--- src/rtl/seq_multiplier_core.sv ---
// Shift-add multiplier with start/busy/done handshake; 2*WIDTH-bit registered product.
// Latency: WIDTH edges from accept to done, or msb_index(B)+1 (min 1) with EARLY_EXIT=1.
// Backpressure: start accepted only when ready; ignored while busy. Optional macro MULT_SIGNED_EN.
module seq_multiplier_core #(
    parameter int WIDTH      = 16,
    parameter bit EARLY_EXIT = 1'b1
) (
    input  logic                 clk,
    input  logic                 rst_n,
    input  logic                 start,
    input  logic [WIDTH-1:0]     A_in,
    input  logic [WIDTH-1:0]     B_in,
    output logic [2*WIDTH-1:0]   product_out,
    output logic                 busy,
    output logic                 ready,
    output logic                 done
);

    localparam int CW = $clog2(WIDTH);

    typedef enum logic [1:0] {
        S_IDLE = 2'd0,
        S_BUSY = 2'd1,
        S_DONE = 2'd2
    } state_t;

    state_t             r_state;
    state_t             w_state_nx;
    logic [2*WIDTH-1:0] r_a_sh;
    logic [2*WIDTH-1:0] r_acc;
    logic [2*WIDTH-1:0] r_product;
    logic [2*WIDTH-1:0] w_acc_nx;
    logic [2*WIDTH-1:0] w_result;
    logic [WIDTH-1:0]   r_b_sh;
    logic [WIDTH-1:0]   w_a_mag;
    logic [WIDTH-1:0]   w_b_mag;
    logic [CW-1:0]      r_cnt;
    logic               w_last;
    logic               w_accept;

`ifdef MULT_SIGNED_EN
    // Magnitude of the most negative operand is 2^(WIDTH-1), which still fits
    // the WIDTH-bit unsigned magnitude register, so the product stays exact.
    logic r_neg;

    assign w_a_mag  = A_in[WIDTH-1] ? (~A_in + 1'b1) : A_in;
    assign w_b_mag  = B_in[WIDTH-1] ? (~B_in + 1'b1) : B_in;
    assign w_result = r_neg ? (~w_acc_nx + 1'b1) : w_acc_nx;

    // Result sign captured with the operands
    always_ff @(posedge clk or negedge rst_n) begin
        if (!rst_n) begin
            r_neg <= 1'b0;
        end else if (w_accept) begin
            r_neg <= A_in[WIDTH-1] ^ B_in[WIDTH-1];
        end
    end
`else
    assign w_a_mag  = A_in;
    assign w_b_mag  = B_in;
    assign w_result = w_acc_nx;
`endif

    // Partial product for this step and the termination condition; early exit
    // fires once no set multiplier bits remain after the current one.
    assign w_acc_nx = r_acc + (r_b_sh[0] ? r_a_sh : '0);
    assign w_last   = (r_cnt == CW'(WIDTH - 1)) ||
                      (EARLY_EXIT && ((r_b_sh >> 1) == '0));
    assign w_accept = (r_state != S_BUSY) && start;

    // State register
    always_ff @(posedge clk or negedge rst_n) begin
        if (!rst_n) begin
            r_state <= S_IDLE;
        end else begin
            r_state <= w_state_nx;
        end
    end

    // Next state and handshake outputs; DONE lasts one cycle unless restarted
    always_comb begin
        w_state_nx = r_state;
        busy       = 1'b0;
        done       = 1'b0;
        case (r_state)
            S_IDLE: begin
                if (start) w_state_nx = S_BUSY;
            end
            S_BUSY: begin
                busy = 1'b1;
                if (w_last) w_state_nx = S_DONE;
            end
            S_DONE: begin
                done       = 1'b1;
                w_state_nx = start ? S_BUSY : S_IDLE;
            end
            default: w_state_nx = S_IDLE;
        endcase
        ready = ~busy;
    end

    // Operand latch on accept, one shift-add step per busy cycle, result write on the last step
    always_ff @(posedge clk or negedge rst_n) begin
        if (!rst_n) begin
            r_a_sh    <= '0;
            r_b_sh    <= '0;
            r_acc     <= '0;
            r_cnt     <= '0;
            r_product <= '0;
        end else if (w_accept) begin
            r_a_sh <= {{WIDTH{1'b0}}, w_a_mag};
            r_b_sh <= w_b_mag;
            r_acc  <= '0;
            r_cnt  <= '0;
        end else if (r_state == S_BUSY) begin
            r_acc  <= w_acc_nx;
            r_a_sh <= r_a_sh << 1;
            r_b_sh <= r_b_sh >> 1;
            r_cnt  <= r_cnt + 1'b1;
            if (w_last) r_product <= w_result;
        end
    end

    assign product_out = r_product;

endmodule
--- config.mk ---
export PLATFORM = sky130hd
export DESIGN_NAME = seq_multiplier_core
export DESIGN_NICKNAME = d
export VERILOG_FILES = /design/src/rtl/seq_multiplier_core.sv
export SDC_FILE = /design/constraint.sdc
export NUM_CORES = 1
export LEC_CHECK = 0
export CAP_MARGIN = 20
export CORE_AREA = 2 2 125 127
export CTS_BUF_LIST = sky130_fd_sc_hd__clkbuf_8
export CTS_CLUSTER_DIAMETER = 150
export CTS_CLUSTER_SIZE = 12
export DETAILED_ROUTE_END_ITERATION = 7
export DIE_AREA = 0 0 127 129
export PLACE_DENSITY_LB_ADDON = 0.25
export SYNTH_ARGS = -nofsm -noshare
export SYNTH_HDL_FRONTEND = slang
export SYNTH_SLANG_ARGS = --single-unit
--- constraint.sdc ---
create_clock -name clk -period 2.9 [get_ports clk]
set_input_delay 0.29 -clock clk [delete_from_list [all_inputs] [get_ports clk]]
set_output_delay 0.29 -clock clk [all_outputs]
set_load 0.05 [all_outputs]
# After elaboration in Yosys (flattened, before gate mapping)
# Index checks and enable logic that the tools add are counted.
# op_classes
n_addsub	2
n_eq_ne	6
n_mux	15
n_bitwise	2
reduce_logical	7
# op_table
cell	n
$mux 32	5
$add 32x32->32	1
$mux 16	2
$logic_not 16->1	1
$mux 4	2
$pmux 2 s3	1
$add 4x1->4 const B	1
$eq 4x4->1 const B	1
$mux 2	2
$ne 2x2->1 const B	2
$mux 1	3
$reduce_and 3->1	1
$eq 2x1->1 const B	1
$eq 2x2->1 const B	1
$logic_not 2->1	1
$ne 2x1->1 const B	1
$not 1->1	2
$reduce_and 2->1	1
$reduce_bool 2->1	1
$logic_and 1x1->1	1
$logic_or 1x1->1	1
# totals
reg_bits	118
in_bits	35
elab_cells	38

# Depth between registers and ports, before layout
# Gate-level depths: netlist of the first run.
# depth
ltp_word	4
ltp_mapped	11
ltp_nobuf	10

# Least setup slack after synthesis of the first run
# No wires, ideal clock.
# synth_timing
kind	reg2reg
startpoint	reg r_b_sh[0]
endpoint	reg r_product[24] (netlist: product_out[24])
setup_ns	0.095
arrival_ns	2.561
required_ns	2.805
setup_slack_ns	0.244
stages_incl_launch_ff	12
path_buffers	1
period_less_slack_ns	2.656
cell_sequence	dfrtp_1 clkbuf_1 and2_1 ha_1 fa_1 a21o_1 a31o_2 and3_4 o211ai_2 a211oi_1 o21a_1 o31ai_1
# synth_via
elab_chain_len	2
# synth_rtl
element	line_no	text
start, declared	34	logic [WIDTH-1:0] r_b_sh;
start signal, assigned	112	r_b_sh <= w_b_mag;
start signal, assigned	118	r_b_sh <= r_b_sh >> 1;
$mux 32	66	assign w_acc_nx = r_acc + (r_b_sh[0] ? r_a_sh : '0);
$add 32x32->32	66	
end signal, assigned	120	if (w_last) r_product <= w_result;
end, declared	31	logic [2*WIDTH-1:0] r_product;
# Every way passes these cells.
# A chain may end at the register's enable or synchronous reset.

# Worst setup path in the final report of the first run
# layout_timing
startpoint	reg r_b_sh[0]
endpoint	reg r_product[27] (netlist: product_out[27])
# The elaborated chain is that of the path after synthesis.

==> results of run 1 <==
[flip-flops by register name (all words and copies together) (netlist names)]
register / cells
product_out: 32
r_a_sh: 32
r_acc: 32
r_b_sh: 16
r_cnt: 4
r_state: 2
[what timing repair did]
| action | in CTS | in global routing |
|---|---|---|
| resized for setup | 0 | 10 |
| hold buffers | 1 | 0 |
| setup buffers | 0 | 2 |
| hold endpoints to repair | 13 | 0 |
| endpoints found under the setup margin | 0 | 16 |
[final cells by class]
cell class | instances | area [um2] | share of cell area, %
clock inverter | 14 | 161 | 1.99
timing repair buffer | 95 | 916 | 11.3
clock buffer | 18 | 248 | 3.05
tap | 188 | 235 | 2.90
multi-input combinational | 574 | 3570 | 44.0
sequential | 118 | 2950 | 36.4
inverter | 7 | 26.3 | 0.324
[stage by stage]
step	TNS, ns	utilization [%]	hold WS (ns)
finish	0	54.2	0.224
global route	-0.306	54.2	0.222
global placement	0	50.9	0.160
CTS	0	53.7	0.204
floorplan	0	-	-0.00559
detailed placement	0	50.9	0.165
[path summary, 6_finish.rpt]
kind / start / to / depth (start not counted)
worst min-delay path: rst_n / product_out[9] / 2
max in group asynchronous: rst_n / r_b_sh[5] / 3
worst max register to register: r_b_sh[0] / product_out[27] / 11
worst max-delay path: r_b_sh[0] / product_out[27] / 11
worst min register to register: product_out[24] / product_out[24] / 2
min in group clk: start / r_b_sh[15] / 3
[power by group]
group	leakage (nW)	switching, W	internal (W)
registers	1.50	0.000498	0.00235
logic	1.97	0.00274	0.00152
clock network	0.207	0.000706	0.000863
[synthesized netlist by cell type, drive strengths merged (2+ instances only)]
library cell,count,area share (%)
nand2,162,9.1
dfrtp,118,44
o21ai,107,8.2
a21oi,34,2.6
and2,33,3.1
ha,32,6.0
mux2i,32,4.8
clkbuf,30,1.7
nor2,23,1.3
nand3,18,1.4
xnor2,18,2.4
a21o,11,1.2
buf,10,0.71
xor2,10,1.3
o31ai,9,1.0
nand4,8,0.75
a211oi,6,0.75
a31oi,6,0.56
nor3,6,0.45
o21a,6,0.70
inv,5,0.28
nor4,5,0.47
and3,4,0.45
o211ai,4,0.53
a22o,3,0.39
mux2,3,0.51
o21bai,3,0.39
a2111oi,2,0.36
a211o,2,0.28
a21boi,2,0.28
a41oi,2,0.26
clkinv,2,0.11
nand2b,2,0.19
o2111ai,2,0.26
o22a,2,0.28
o22ai,2,0.19
or2,2,0.19
[worst max-delay path, stage by stage, from the launching register on]
cell and delay [ns]:
dfrtp_1 0.42, buf_12 0.18, and2_1 0.18, ha_1 0.31
a211oi_1 0.29, o21bai_2 0.15, o21ai_2 0.28, o41ai_4 0.11
buf_4 0.17, a21boi_2 0.25, nor4_1 0.09, a211o_2 0.32
[cells by family (layout without fill, tap and decap cells)]
family | after synthesis | in the layout
DFF | 118 | 118
and+or+nand+nor | 269 | 269
adders and majority gates | 33 | 33
xor gates and xnor gates | 28 | 28
buffers and inverters | 47 | 134
AOI/OAI and AO/OA | 209 | 209
muxes | 35 | 35
[routing by layer]
metal  vias to the layer above  global-route usage (%)  wire, um
met3                        20                    4.70       747
met4                         0                    7.37       248
met5                         -                       0         0
met2                       136                    34.8      7820
li1                       2749                       -         -
met1                      2692                    30.2      8140
==> impl_metrics.xml, run 1 <==
<?xml version="1.0" encoding="UTF-8"?>
<metrics>
  <group name="cts">
    <metric name="htree_num_levels" unit="">4</metric>
    <metric name="clockBufferDepth" unit="">2</metric>
    <metric name="clock_insertion_delay_at_the_later_pin_of_the_skew_report" unit="ns">0.46</metric>
    <metric name="path_clk_slew" unit="ns">0.07</metric>
    <metric name="cts.root.buffer_cell" unit="">clkbuf_8</metric>
    <metric name="sink_count" unit="">118</metric>
    <metric name="tritoncts" unit="">built</metric>
    <metric name="tritoncts.num_buffers" unit="">17</metric>
  </group>
  <group name="synthesis">
    <metric name="synth.ff_latch_count" unit="">118</metric>
    <metric name="yosys.area_share.simple" unit="%">18.1</metric>
    <metric name="number_of_enable_type_register_cells_in_the_synthesized_netlist" unit="">0</metric>
    <metric name="largest_family_of_logic_cells_by_synthesized_area" unit="">compound AO/OA/AOI/OAI gates</metric>
    <metric name="synthesis.instances" unit="">739</metric>
    <metric name="synth.net_count" unit="">807</metric>
    <metric name="number_of_distinct_library_cell_variants_in_the_gate_level_netlist_after_synthesis" unit="">64</metric>
    <metric name="post_synth_xor_area_fraction" unit="%">3.68</metric>
    <metric name="synth_sequential_area_ratio" unit="%">44.3</metric>
    <metric name="synth-compound-area-share" unit="%">19.5</metric>
    <metric name="mappedNetlistArea" unit="um2">6660</metric>
    <metric name="muxShareOfSynthArea" unit="%">5.32</metric>
    <metric name="synthFlopType" unit="">dfrtp_1</metric>
    <metric name="post_syn_area_per_cell" unit="um2">9.01</metric>
    <metric name="yosys_warnings" unit="">0</metric>
    <metric name="post_synth_fa_ha_maj_area_fraction" unit="%">6.31</metric>
    <metric name="async_set_or_reset_flop_fraction_in_the_synthesized_netlist" unit="%">100</metric>
  </group>
  <group name="global_route">
    <metric name="initial_antenna_violation_count" unit="">0</metric>
    <metric name="grt_pass1_wl" unit="um">28100</metric>
    <metric name="maximum_number_of_pins_on_one_net_before_global_route_repair" unit="">71</metric>
    <metric name="first_global_vias" unit="">5515</metric>
    <metric name="gr_ovfl_total" unit="">0</metric>
    <metric name="grt_util_all_layers" unit="%">21.9</metric>
  </group>
  <group name="sta">
    <metric name="timing_hold_violations_final" unit="">0</metric>
    <metric name="finalWorstPathRequiredPeriod" unit="ns">2.86</metric>
    <metric name="worst_clock_skew" unit="ns">0.00628</metric>
    <metric name="drv_slew" unit="">0</metric>
    <metric name="worst_slack" unit="ns">0.0437</metric>
    <metric name="rsz0062_at_grt" unit="">true</metric>
    <metric name="finalSetupViolations" unit="">0</metric>
    <metric name="final.period_utilization" unit="%">98.5</metric>
    <metric name="tightestPinTransition" unit="ns">0.582</metric>
    <metric name="slew_headroom" unit="%">61.2</metric>
    <metric name="fmax" unit="MHz">350</metric>
  </group>
  <group name="hold_path">
    <metric name="worstHoldPathType" unit="">in2async</metric>
  </group>
  <group name="route">
    <metric name="detail_route.wl_per_cell" unit="um">16.7</metric>
    <metric name="totalWireLength" unit="um">17000</metric>
    <metric name="ant_nets" unit="">0</metric>
    <metric name="dr.pass1.iters" unit="">5</metric>
    <metric name="route.vias.total" unit="">5597</metric>
    <metric name="drcViolationCount" unit="">0</metric>
    <metric name="drt_iter0_drc" unit="">373</metric>
    <metric name="via_per_inst" unit="">5.52</metric>
  </group>
  <group name="cells_and_area">
    <metric name="mostFrequentLayoutCell" unit="">nand2_1</metric>
    <metric name="drive_gt1_share" unit="%">10.7</metric>
    <metric name="area_delta_synth_final" unit="%">21.8</metric>
    <metric name="design.final.nets" unit="">881</metric>
    <metric name="fin_cells" unit="">1014</metric>
    <metric name="final_area" unit="um2">8110</metric>
    <metric name="layout_common_cells" unit="">nand2_1 (162), dfrtp_1 (118), o21ai_0 (98)</metric>
    <metric name="antenna_cells" unit="">0</metric>
    <metric name="fillCellCount" unit="">1395</metric>
  </group>
  <group name="flow_run">
    <metric name="drv.max_cap_violation_count" unit="">0</metric>
  </group>
  <group name="placement">
    <metric name="placed_cells_incl_taps" unit="">979</metric>
    <metric name="gpl.final_weighted_congestion" unit="">0.891</metric>
    <metric name="cell_area_placed" unit="um2">7620</metric>
    <metric name="placed_wire_length_estimate_after_detailed_placement" unit="um">12100</metric>
    <metric name="port_buffers" unit="">69</metric>
    <metric name="place_ws" unit="ns">0.0840</metric>
  </group>
  <group name="worst_setup_path">
    <metric name="critical_path.endpoint_type" unit="">flip-flop</metric>
    <metric name="crit_path_start_kind" unit="">flip-flop</metric>
    <metric name="kind_of_critical_path" unit="">reg2reg</metric>
    <metric name="arrival" unit="ns">3.21</metric>
    <metric name="reg2reg_slack" unit="ns">0.04</metric>
    <metric name="critical_path_peak_fanout" unit="">31</metric>
    <metric name="timing.critical_path.required" unit="ns">3.25</metric>
  </group>
  <group name="floorplanning">
    <metric name="placement_rows" unit="">45</metric>
    <metric name="die_area" unit="um2">16400</metric>
    <metric name="coreArea" unit="um2">15000</metric>
    <metric name="die_outline_height" unit="um">129</metric>
    <metric name="ioPinCount" unit="">70</metric>
    <metric name="initial_utilization" unit="%">44.5</metric>
    <metric name="fp.dieW" unit="um">127</metric>
  </group>
  <group name="power_and_ir_drop">
    <metric name="power.density_cell_area" unit="nW/um2">1070</metric>
    <metric name="power.ir.vdd_worst" unit="uV">583</metric>
    <metric name="total_power" unit="W">0.00868</metric>
    <metric name="leakage" unit="nW">3.67</metric>
  </group>
  <group name="status">
    <metric name="run_status" unit="">complete, no violations</metric>
  </group>
</metrics>
No activity file was read; power rests on OpenSTA's default activity.
==> run 2, diff against run 1 <==
- CTS_CLUSTER_DIAMETER: 150 -> 200
==> results of run 2 <==
Final layout, timing and power as in run 1 (identical DEF).
==> run 3, diff against run 2 <==
- clock period: 2.9 -> 3.6 ns (I/O delays scaled with it)
==> run 3 against run 2 <==
Via count is 1.5% lower. Hold slack worse by 0.17 ns. Power down 22%. Global-route usage down 0.93 points. Flip-flop and latch count unchanged. Clock power shrank 24%. Maximum frequency decreased by 8.1%. Register-to-register slack better by 0.45 ns. Largest power group unchanged. Non-clock buffer count shrank 16. Critical path depth decreased by 1. Sequential power down 19%.
==> impl_metrics.xml, run 3 (same netlist as run 1, synthesis figures left out) <==
<?xml version="1.0" encoding="UTF-8"?>
<metrics>
  <group name="worst_setup_path">
    <metric name="timing.critical_path.slowest_stage_cell" unit="">dfrtp_1</metric>
    <metric name="arrival" unit="ns">3.45</metric>
    <metric name="critical_path_peak_fanout" unit="">26</metric>
    <metric name="crit_path_start_kind" unit="">flip-flop</metric>
    <metric name="path_cells" unit="">and2_1 -&gt; ha_1 -&gt; fa_1 -&gt; a21o_1 -&gt; a31o_2 -&gt; and3_4 -&gt; o211ai_2 -&gt; a211oi_1 -&gt; o21a_1 -&gt; o31ai_1</metric>
    <metric name="worst_setup_path_startpoint" unit="">r_b_sh[0]</metric>
    <metric name="timing.critical_path.required" unit="ns">3.94</metric>
    <metric name="cpPeakStageDelay" unit="ns">0.66</metric>
    <metric name="r2r_start" unit="">r_b_sh[0]</metric>
    <metric name="ff2ff_path_depth" unit="">10</metric>
    <metric name="r2r-end" unit="">r_acc[24]</metric>
    <metric name="kind_of_critical_path" unit="">reg2reg</metric>
    <metric name="setup.worst_path.end" unit="">r_acc[24]</metric>
    <metric name="reg2reg_slack" unit="ns">0.49</metric>
    <metric name="critical_path.endpoint_type" unit="">flip-flop</metric>
  </group>
  <group name="sta">
    <metric name="worst_slack" unit="ns">0.491</metric>
    <metric name="finalSetupViolations" unit="">0</metric>
    <metric name="final.period_utilization" unit="%">86.4</metric>
    <metric name="slew_headroom" unit="%">38.9</metric>
    <metric name="fmax" unit="MHz">322</metric>
    <metric name="rsz0062_at_grt" unit="">false</metric>
    <metric name="worst_clock_skew" unit="ns">0.00830</metric>
    <metric name="fin_setup_tns" unit="ns">0</metric>
    <metric name="timing_hold_violations_final" unit="">0</metric>
    <metric name="finalWorstPathRequiredPeriod" unit="ns">3.11</metric>
    <metric name="drv_slew" unit="">0</metric>
    <metric name="tightestPinTransition" unit="ns">0.917</metric>
  </group>
  <group name="global_route">
    <metric name="gr_ovfl_total" unit="">0</metric>
    <metric name="grt_pass1_wl" unit="um">27400</metric>
    <metric name="grt_util_all_layers" unit="%">21.0</metric>
    <metric name="first_global_vias" unit="">5508</metric>
    <metric name="initial_antenna_violation_count" unit="">0</metric>
    <metric name="maximum_number_of_pins_on_one_net_before_global_route_repair" unit="">88</metric>
  </group>
  <group name="route">
    <metric name="dr.pass1.iters" unit="">5</metric>
    <metric name="ant_nets" unit="">0</metric>
    <metric name="drt_iter0_drc" unit="">268</metric>
    <metric name="route.vias.total" unit="">5514</metric>
    <metric name="drcViolationCount" unit="">0</metric>
    <metric name="totalWireLength" unit="um">16200</metric>
    <metric name="via_per_inst" unit="">5.53</metric>
    <metric name="detail_route.wl_per_cell" unit="um">16.2</metric>
  </group>
  <group name="power_and_ir_drop">
    <metric name="power.ir.vdd_worst" unit="uV">437</metric>
    <metric name="leakage" unit="nW">3.57</metric>
    <metric name="power.density_cell_area" unit="nW/um2">858</metric>
  </group>
  <group name="floorplanning">
    <metric name="die_area" unit="um2">16400</metric>
    <metric name="coreArea" unit="um2">15000</metric>
    <metric name="placement_rows" unit="">45</metric>
    <metric name="die_outline_height" unit="um">129</metric>
    <metric name="initial_utilization" unit="%">44.5</metric>
    <metric name="fp.dieW" unit="um">127</metric>
    <metric name="ioPinCount" unit="">70</metric>
  </group>
  <group name="placement">
    <metric name="place_ws" unit="ns">0.519</metric>
    <metric name="placed_wire_length_estimate_after_detailed_placement" unit="um">11500</metric>
    <metric name="placed_cells_incl_taps" unit="">966</metric>
    <metric name="port_buffers" unit="">69</metric>
    <metric name="gpl.final_weighted_congestion" unit="">0.914</metric>
  </group>
  <group name="hold_path">
    <metric name="worstHoldPathType" unit="">in2async</metric>
  </group>
  <group name="cts">
    <metric name="cts_repair_resize_count" unit="">0</metric>
    <metric name="post_cts_hold_buffer_count" unit="">0</metric>
    <metric name="sink_count" unit="">118</metric>
    <metric name="htree_num_levels" unit="">4</metric>
    <metric name="tritoncts.num_buffers" unit="">17</metric>
    <metric name="cts.root.buffer_cell" unit="">clkbuf_8</metric>
    <metric name="cts_post_setup_buffers_inserted" unit="">0</metric>
    <metric name="clock_insertion_delay_at_the_later_pin_of_the_skew_report" unit="ns">0.45</metric>
    <metric name="path_clk_slew" unit="ns">0.07</metric>
    <metric name="tritoncts" unit="">built</metric>
    <metric name="clockBufferDepth" unit="">2</metric>
  </group>
  <group name="status">
    <metric name="run_status" unit="">complete, no violations</metric>
  </group>
  <group name="cells_and_area">
    <metric name="area_delta_synth_final" unit="%">18.8</metric>
    <metric name="layout_common_cells" unit="">nand2_1 (162), dfrtp_1 (118), o21ai_0 (98)</metric>
    <metric name="antenna_cells" unit="">0</metric>
    <metric name="fin_cells" unit="">998</metric>
    <metric name="drive_gt1_share" unit="%">8.02</metric>
    <metric name="design.final.nets" unit="">865</metric>
    <metric name="final_core_util" unit="%">52.8</metric>
    <metric name="mostFrequentLayoutCell" unit="">nand2_1</metric>
  </group>
  <group name="flow_run">
    <metric name="drv.max_cap_violation_count" unit="">0</metric>
  </group>
</metrics>
[run 3: worst min path at each step]
stage                    start         endpoint  slack, ns
6_report                 rst_n  product_out[14]       0.06
5_1_grt                  rst_n  product_out[14]       0.12
3_5_place_dp   product_out[10]  product_out[10]       0.47
2_1_floorplan            rst_n   product_out[0]       0.06
4_1_cts                  rst_n        r_acc[29]       0.07
3_3_place_gp    product_out[5]   product_out[5]       0.46
[run 3: power breakdown]
group          switching, W  leakage (nW)  internal (W)
clock              0.000577         0.180      0.000614
combinational       0.00214          1.90       0.00114
sequential         0.000423          1.50       0.00189
[run 3: worst max-delay path: cells and delay by family (launching register included)]
kind / cells / cell delay, ns
adders and majority gates: 2 / 0.62
and+or+nand+nor: 2 / 0.45
DFF: 1 / 0.66
AOI/OAI and AO/OA: 6 / 1.28
[run 3: layer usage]
layer | vias to the layer above | routed length (um) | GRT usage [%]
met5 | - | 0 | 0
met4 | 0 | 170 | 6.21
met3 | 15 | 762 | 4.91
met2 | 140 | 7250 | 33.0
met1 | 2624 | 8020 | 29.2
li1 | 2735 | - | -
[run 3: final cells by class]
| cell class | count | area [um2] |
|---|---|---|
| fillers | 1396 | 7060 |
| multi-input cells | 574 | 3520 |
| flip-flops and latches | 118 | 2950 |
| repair buffers | 79 | 791 |
| well taps | 188 | 235 |
| clock buffers | 17 | 234 |
| clock inverters | 15 | 155 |
| inverters | 7 | 26.3 |
[run 3: stage by stage]
stage	power, W	hold slack [ns]	instance area, um2
2_1_floorplan	0.00460	0.0644	6660
3_3_place_gp	0.00552	0.461	7500
3_5_place_dp	0.00563	0.466	7520
4_1_cts	0.00684	0.0702	7910
5_1_grt	0.00730	0.116	7910
6_report	0.00679	0.0565	7910
==> patch 1, RTL diff (flow settings as in run 3) <==
Set the parameter `WIDTH` to 8 (it was 16).
--- a/src/rtl/seq_multiplier_core.sv
+++ b/src/rtl/seq_multiplier_core.sv
@@ -2,7 +2,7 @@
 // Latency: WIDTH edges from accept to done, or msb_index(B)+1 (min 1) with EARLY_EXIT=1.
 // Backpressure: start accepted only when ready; ignored while busy. Optional macro MULT_SIGNED_EN.
 module seq_multiplier_core #(
-    parameter int WIDTH      = 16,
+    parameter int WIDTH      = 8,
     parameter bit EARLY_EXIT = 1'b1
 ) (
     input  logic                 clk,
Ports: changed (resized A_in, B_in and product_out); port bits go from 70 to 38. No check against the original RTL was run, so the function may have changed too.
==> patch 1 against run 3 <==
Fmax grew 14%. Setup slack gained 0.38 ns. Largest power group unchanged. Design area shrank 48%. Total power shrank 51%. Synthesized area shrank 50%. Highest routed layer unchanged. Routed wire length shrank 52%. Non-clock buffer count shrank 37. Sequential cell count shrank 57. Sequential share of layout area grew 0.11 points. Global-route usage shrank 11 points.
==> patch 1: results (changes against run 3) <==
Run status: completed
Max VDD drop: 0.273 mV (-37%)
Worst-Margin Slew: 0.881 ns (-0.0362 ns)
Post-Syn Instances: 364 (-51%)
Layout clock buffer count: 12 (-5)
Detailed-router iteration count before antenna repair: 4 (-1)
Sequential cell fraction of total power: 34.6% (+0.5 points)
Maximum number of pins on one net before global-route repair: 69 (-22%)
Global-route wire length before repair: 13.3 mm (-51%)
Number of sinks handled by clock tree synthesis: 61 (-48%)
Inverter count of the layout excluding clock inverters: 6 (-1)
Initial drt markers: 135 (-50%)
Seq/Total Area, Yosys: 46.0% (+1.7 points)
Delay of the slowest cell on the worst path: 0.52 ns (-0.14 ns)
# H-tree levels: 3 (-1)
Cell area after placement: 3870 µm² (-49%)
Ranking of synthesized cells by instance count: 88 x sky130_fd_sc_hd__nand2_1, 61 x sky130_fd_sc_hd__dfrtp_1, 50 x sky130_fd_sc_hd__o21ai_0
Vias in the first global route: 2652 (-52%)
Multi-input gate area in the final layout: 1680 µm² (-52%)
Data arrival at the endpoint of the critical path: 2.93 ns (-0.52 ns)
Power per cell area: 818 nW/µm² (-4.7%)
Netlist cell types: 43 (-33%)
Fraction of layout cells with a size suffix above 1: 7.48% (-0.54 points)
Final weighted congestion of routability-driven global placement: 0.816 (-11%)
CTS Buf Count: 9 (-8)
Non-clock buffering overhead in the final layout: 9.82% (-0.18 points)
Number of buffers other than clock buffers in the final layout: 42 (-47%)
Multi-input gate count: 276 (-52%)
GRT Util Overall: 10.4% (-11 points)
Internal power: 1.85 mW (-49%)
NumNets Final: 433 (-50%)
Total of fill cells in the finished design: 1641 (+18%)
Share of the final layout cell area in multi-input gates: 41.3% (-3.2 points)
Leakage power figure: 1.86 nW (-48%)
Clk cell area share: 5.18% (+0.27 points)
Clock insertion delay at the later pin of the skew report: 0.35 ns (-0.10 ns)
Power in combinational cells: 1.54 mW (-53%)
-- patch 1: cell families after synthesis --
group,count (synthesis),synth area share [%]
and+or+nand+nor,135,18.1
AOI/OAI and AO/OA,94,17.3
DFF,61,46.0
buffers and inverters,27,3.21
muxes,18,5.43
adders and majority gates,18,7.02
xor gates and xnor gates,11,2.91
-- patch 1: routing by layer --
layer	share of wire (%)	track usage (%)	vias to the layer above
met2	43	15.6	60
met4	1.2	3.75	0
met5	0	0	-
met1	50	14.0	1206
met3	5.5	3.33	7
li1	-	-	1320
-- patch 1: worst paths after layout --
| kind | from | to | slack [ns] | cells after the start |
|---|---|---|---|---|
| max | r_b_sh[0] | r_acc[14] | 0.87 | 9 |
| min | rst_n | product_out[10] | 0.13 | 1 |
| max reg2reg | r_b_sh[0] | r_acc[14] | 0.87 | 9 |
| min reg2reg | r_acc[15] | r_acc[15] | 0.47 | 1 |
| max in group asynchronous | rst_n | r_acc[6] | 2.59 | 2 |
| min in group clk | r_acc[15] | r_acc[15] | 0.47 | 1 |
==> patch 2, RTL diff (settings of run 3) <==
Without the edit above. Re-encode `state_t` (3 states) as one-hot, 3 bits wide.
--- a/src/rtl/seq_multiplier_core.sv
+++ b/src/rtl/seq_multiplier_core.sv
@@ -18,10 +18,10 @@
 
     localparam int CW = $clog2(WIDTH);
 
-    typedef enum logic [1:0] {
-        S_IDLE = 2'd0,
-        S_BUSY = 2'd1,
-        S_DONE = 2'd2
+    typedef enum logic [2:0] {
+        S_IDLE = 3'b001,
+        S_BUSY = 3'b010,
+        S_DONE = 3'b100
     } state_t;
 
     state_t             r_state;
Check against the original RTL: no difference found for any inputs over 4 cycles, from zero or initial values and one cycle with rst_n low; so few cycles prove little.
==> patch 2 against run 3 <==
Synthesized area up 3.4%. Clock skew up 0.0042 ns. Synthesized cell count up 1.9%. Routed wire length down 1.8%. Design area up 3.1%. Setup slack better by 0.016 ns. Sequential cell count up 1. Critical path type unchanged. Critical endpoint is now r_acc[30].
Power is not compared: it rests on default switching activity, and its combinational part moved more than twofold at a synthesized area within 25%.
==> patch 2: results (changes against run 3) <==
Detailed-router iteration count before antenna repair: 5 (unchanged)
Root Driver: sky130_fd_sc_hd__clkbuf_8
Number of antenna repair diodes: 0 (unchanged)
NumNets Final: 868 (+0.35%)
Fraction of layout cells with a size suffix above 1: 7.38% (-0.64 points)
Number of post-CTS setup repair buffers: 0 (unchanged)
Max VDD drop: 0.337 mV
DP Wirelength: 11.2 mm (-3.1%)
GRT Util Overall: 20.6% (-0.38 points)
Total of fill cells in the finished design: 1382 (-1.0%)
Leakage power figure: 3.76 nW
Ranking of synthesized cells by instance count: 141 x sky130_fd_sc_hd__nand2_1, 118 x sky130_fd_sc_hd__dfrtp_1, 87 x sky130_fd_sc_hd__o21ai_0
Most area-consuming cells after synthesis: sky130_fd_sc_hd__dfrtp_1 43%, sky130_fd_sc_hd__nand2_1 7.7%, sky130_fd_sc_hd__o21ai_0 6.3%
Global-route wire length before repair: 27.1 mm (-1.1%)
Vias in the first global route: 5580 (+1.3%)
Setup skew after layout: 0.0125 ns (+0.00422 ns)
Main synth FF type: sky130_fd_sc_hd__dfrtp_1
Input/output buffers: 69 (unchanged)
Number of antenna violations at the first check in global routing: 0 (unchanged)
Fraction of synthesis flops using an asynchronous set or reset pin: 100% (unchanged)
Netlist cell types: 61 (-4.7%)
Cell area after placement: 7680 µm² (+2.0%)
Source of the worst register-to-register timing path: r_a_sh[0]
Worst-Margin Slew: 0.933 ns (+0.0165 ns)
Routed wirelength normalized by instance count: 15.9 µm (-2.1%)
Cells on worst reg2reg path: 11 (+1)
# H-tree levels: 4 (unchanged)
Run status: completed
Data arrival at the endpoint of the critical path: 3.39 ns (-0.06 ns)
Seq/Total Area, Yosys: 43.3% (-1.1 points)
Final weighted congestion of routability-driven global placement: 0.838 (-8.3%)
Endpoint of the worst-slack reg-to-reg timing path: r_acc[30]
Total nets after synthesis: 821 (+1.7%)
Maximum number of pins on one net before global-route repair: 82 (-6.8%)
Reg2Reg Setup Slack: 0.51 ns (+0.02 ns)
Largest fanout on the critical path: 5 (-81%)
Initial drt markers: 280 (+4.5%)
Post-detailed-route via-to-cell ratio: 5.53 (+0.13%)
Clock input transition at the sequential cells of the worst setup and hold paths: 0.08 ns
Clock insertion delay at the later pin of the skew report: 0.45 ns (about the same)
==> patch 2: area by class of cell <==
type / instances / area share (%)
Clock buffer: 25 / 4.22
Clock inverter: 7 / 1.67
Inverter: 10 / 0.460
Multi-Input combinational cell: 575 / 45.0
Sequential cell: 119 / 36.5
Tap cell: 188 / 2.88
Timing Repair Buffer: 77 / 9.23
==> patch 2: worst max path at each step <==
stage | start | endpoint | slack, ns | cells past startpoint
floorplan | r_b_sh[0] | product_out[26] | 0.62 | 12
global placement | r_b_sh[0] | r_acc[30] | 0.59 | 11
detailed placement | r_a_sh[0] | r_acc[26] | 0.53 | 11
CTS | r_b_sh[0] | r_acc[30] | 0.51 | 11
global route | r_a_sh[0] | product_out[26] | 0.34 | 11
finish | r_a_sh[0] | r_acc[30] | 0.51 | 11
==> patch 2: cell families (layout without fill, tap and decap cells) <==
logic type / after synthesis / after routing / share of synthesized area (%)
buf+inv: 59 / 119 / 3.42
flops: 119 / 119 / 43.3
fa+ha+maj: 33 / 33 / 6.11
mux: 35 / 35 / 5.11
xor+xnor: 30 / 30 / 3.82
compound gates: 191 / 191 / 17.0
simple gates: 286 / 286 / 21.3
==> patch 2: report_power, final <==
group          internal, mW  switching, mW
logic                 0.501          0.830
registers              1.60          0.212
clock network         0.901          0.540
total                  3.00           1.58
==> patch 2: worst max-delay path, stage by stage, from the launching register on <==
cell and delay (ns):
sky130_fd_sc_hd__dfrtp_1 0.39, sky130_fd_sc_hd__and2_1 0.16, sky130_fd_sc_hd__ha_1 0.20, sky130_fd_sc_hd__fa_1 0.42
sky130_fd_sc_hd__a21oi_2 0.18, sky130_fd_sc_hd__o22ai_1 0.15, sky130_fd_sc_hd__or4_1 0.51, sky130_fd_sc_hd__a311oi_2 0.30
sky130_fd_sc_hd__o21a_2 0.28, sky130_fd_sc_hd__o31ai_1 0.11, sky130_fd_sc_hd__xnor2_1 0.15, sky130_fd_sc_hd__o21ai_1 0.08
==> patch 2: layer usage <==
metal  track usage, %  share of wire [%]
met5                0                  0
met4             8.02                2.4
met3             4.57                4.8
met2             32.7                 45
met1             27.7                 47
==> patch 2: stage by stage <==
| step | hold slack [ns] | setup WS [ns] | utilization [%] | power [mW] | cells |
|---|---|---|---|---|---|
| after floorplan | 0.0644 | 0.617 | - | 2.77 | 753 |
| after global placement | 0.462 | 0.591 | 51.3 | 3.12 | 969 |
| after detailed placement | 0.469 | 0.530 | 51.3 | 3.17 | 969 |
| after CTS | 0.0901 | 0.515 | 54.5 | 4.62 | 1001 |
| after global routing | 0.129 | 0.340 | 54.5 | 4.88 | 1001 |
| final | 0.0511 | 0.507 | 54.5 | 4.58 | 1001 |
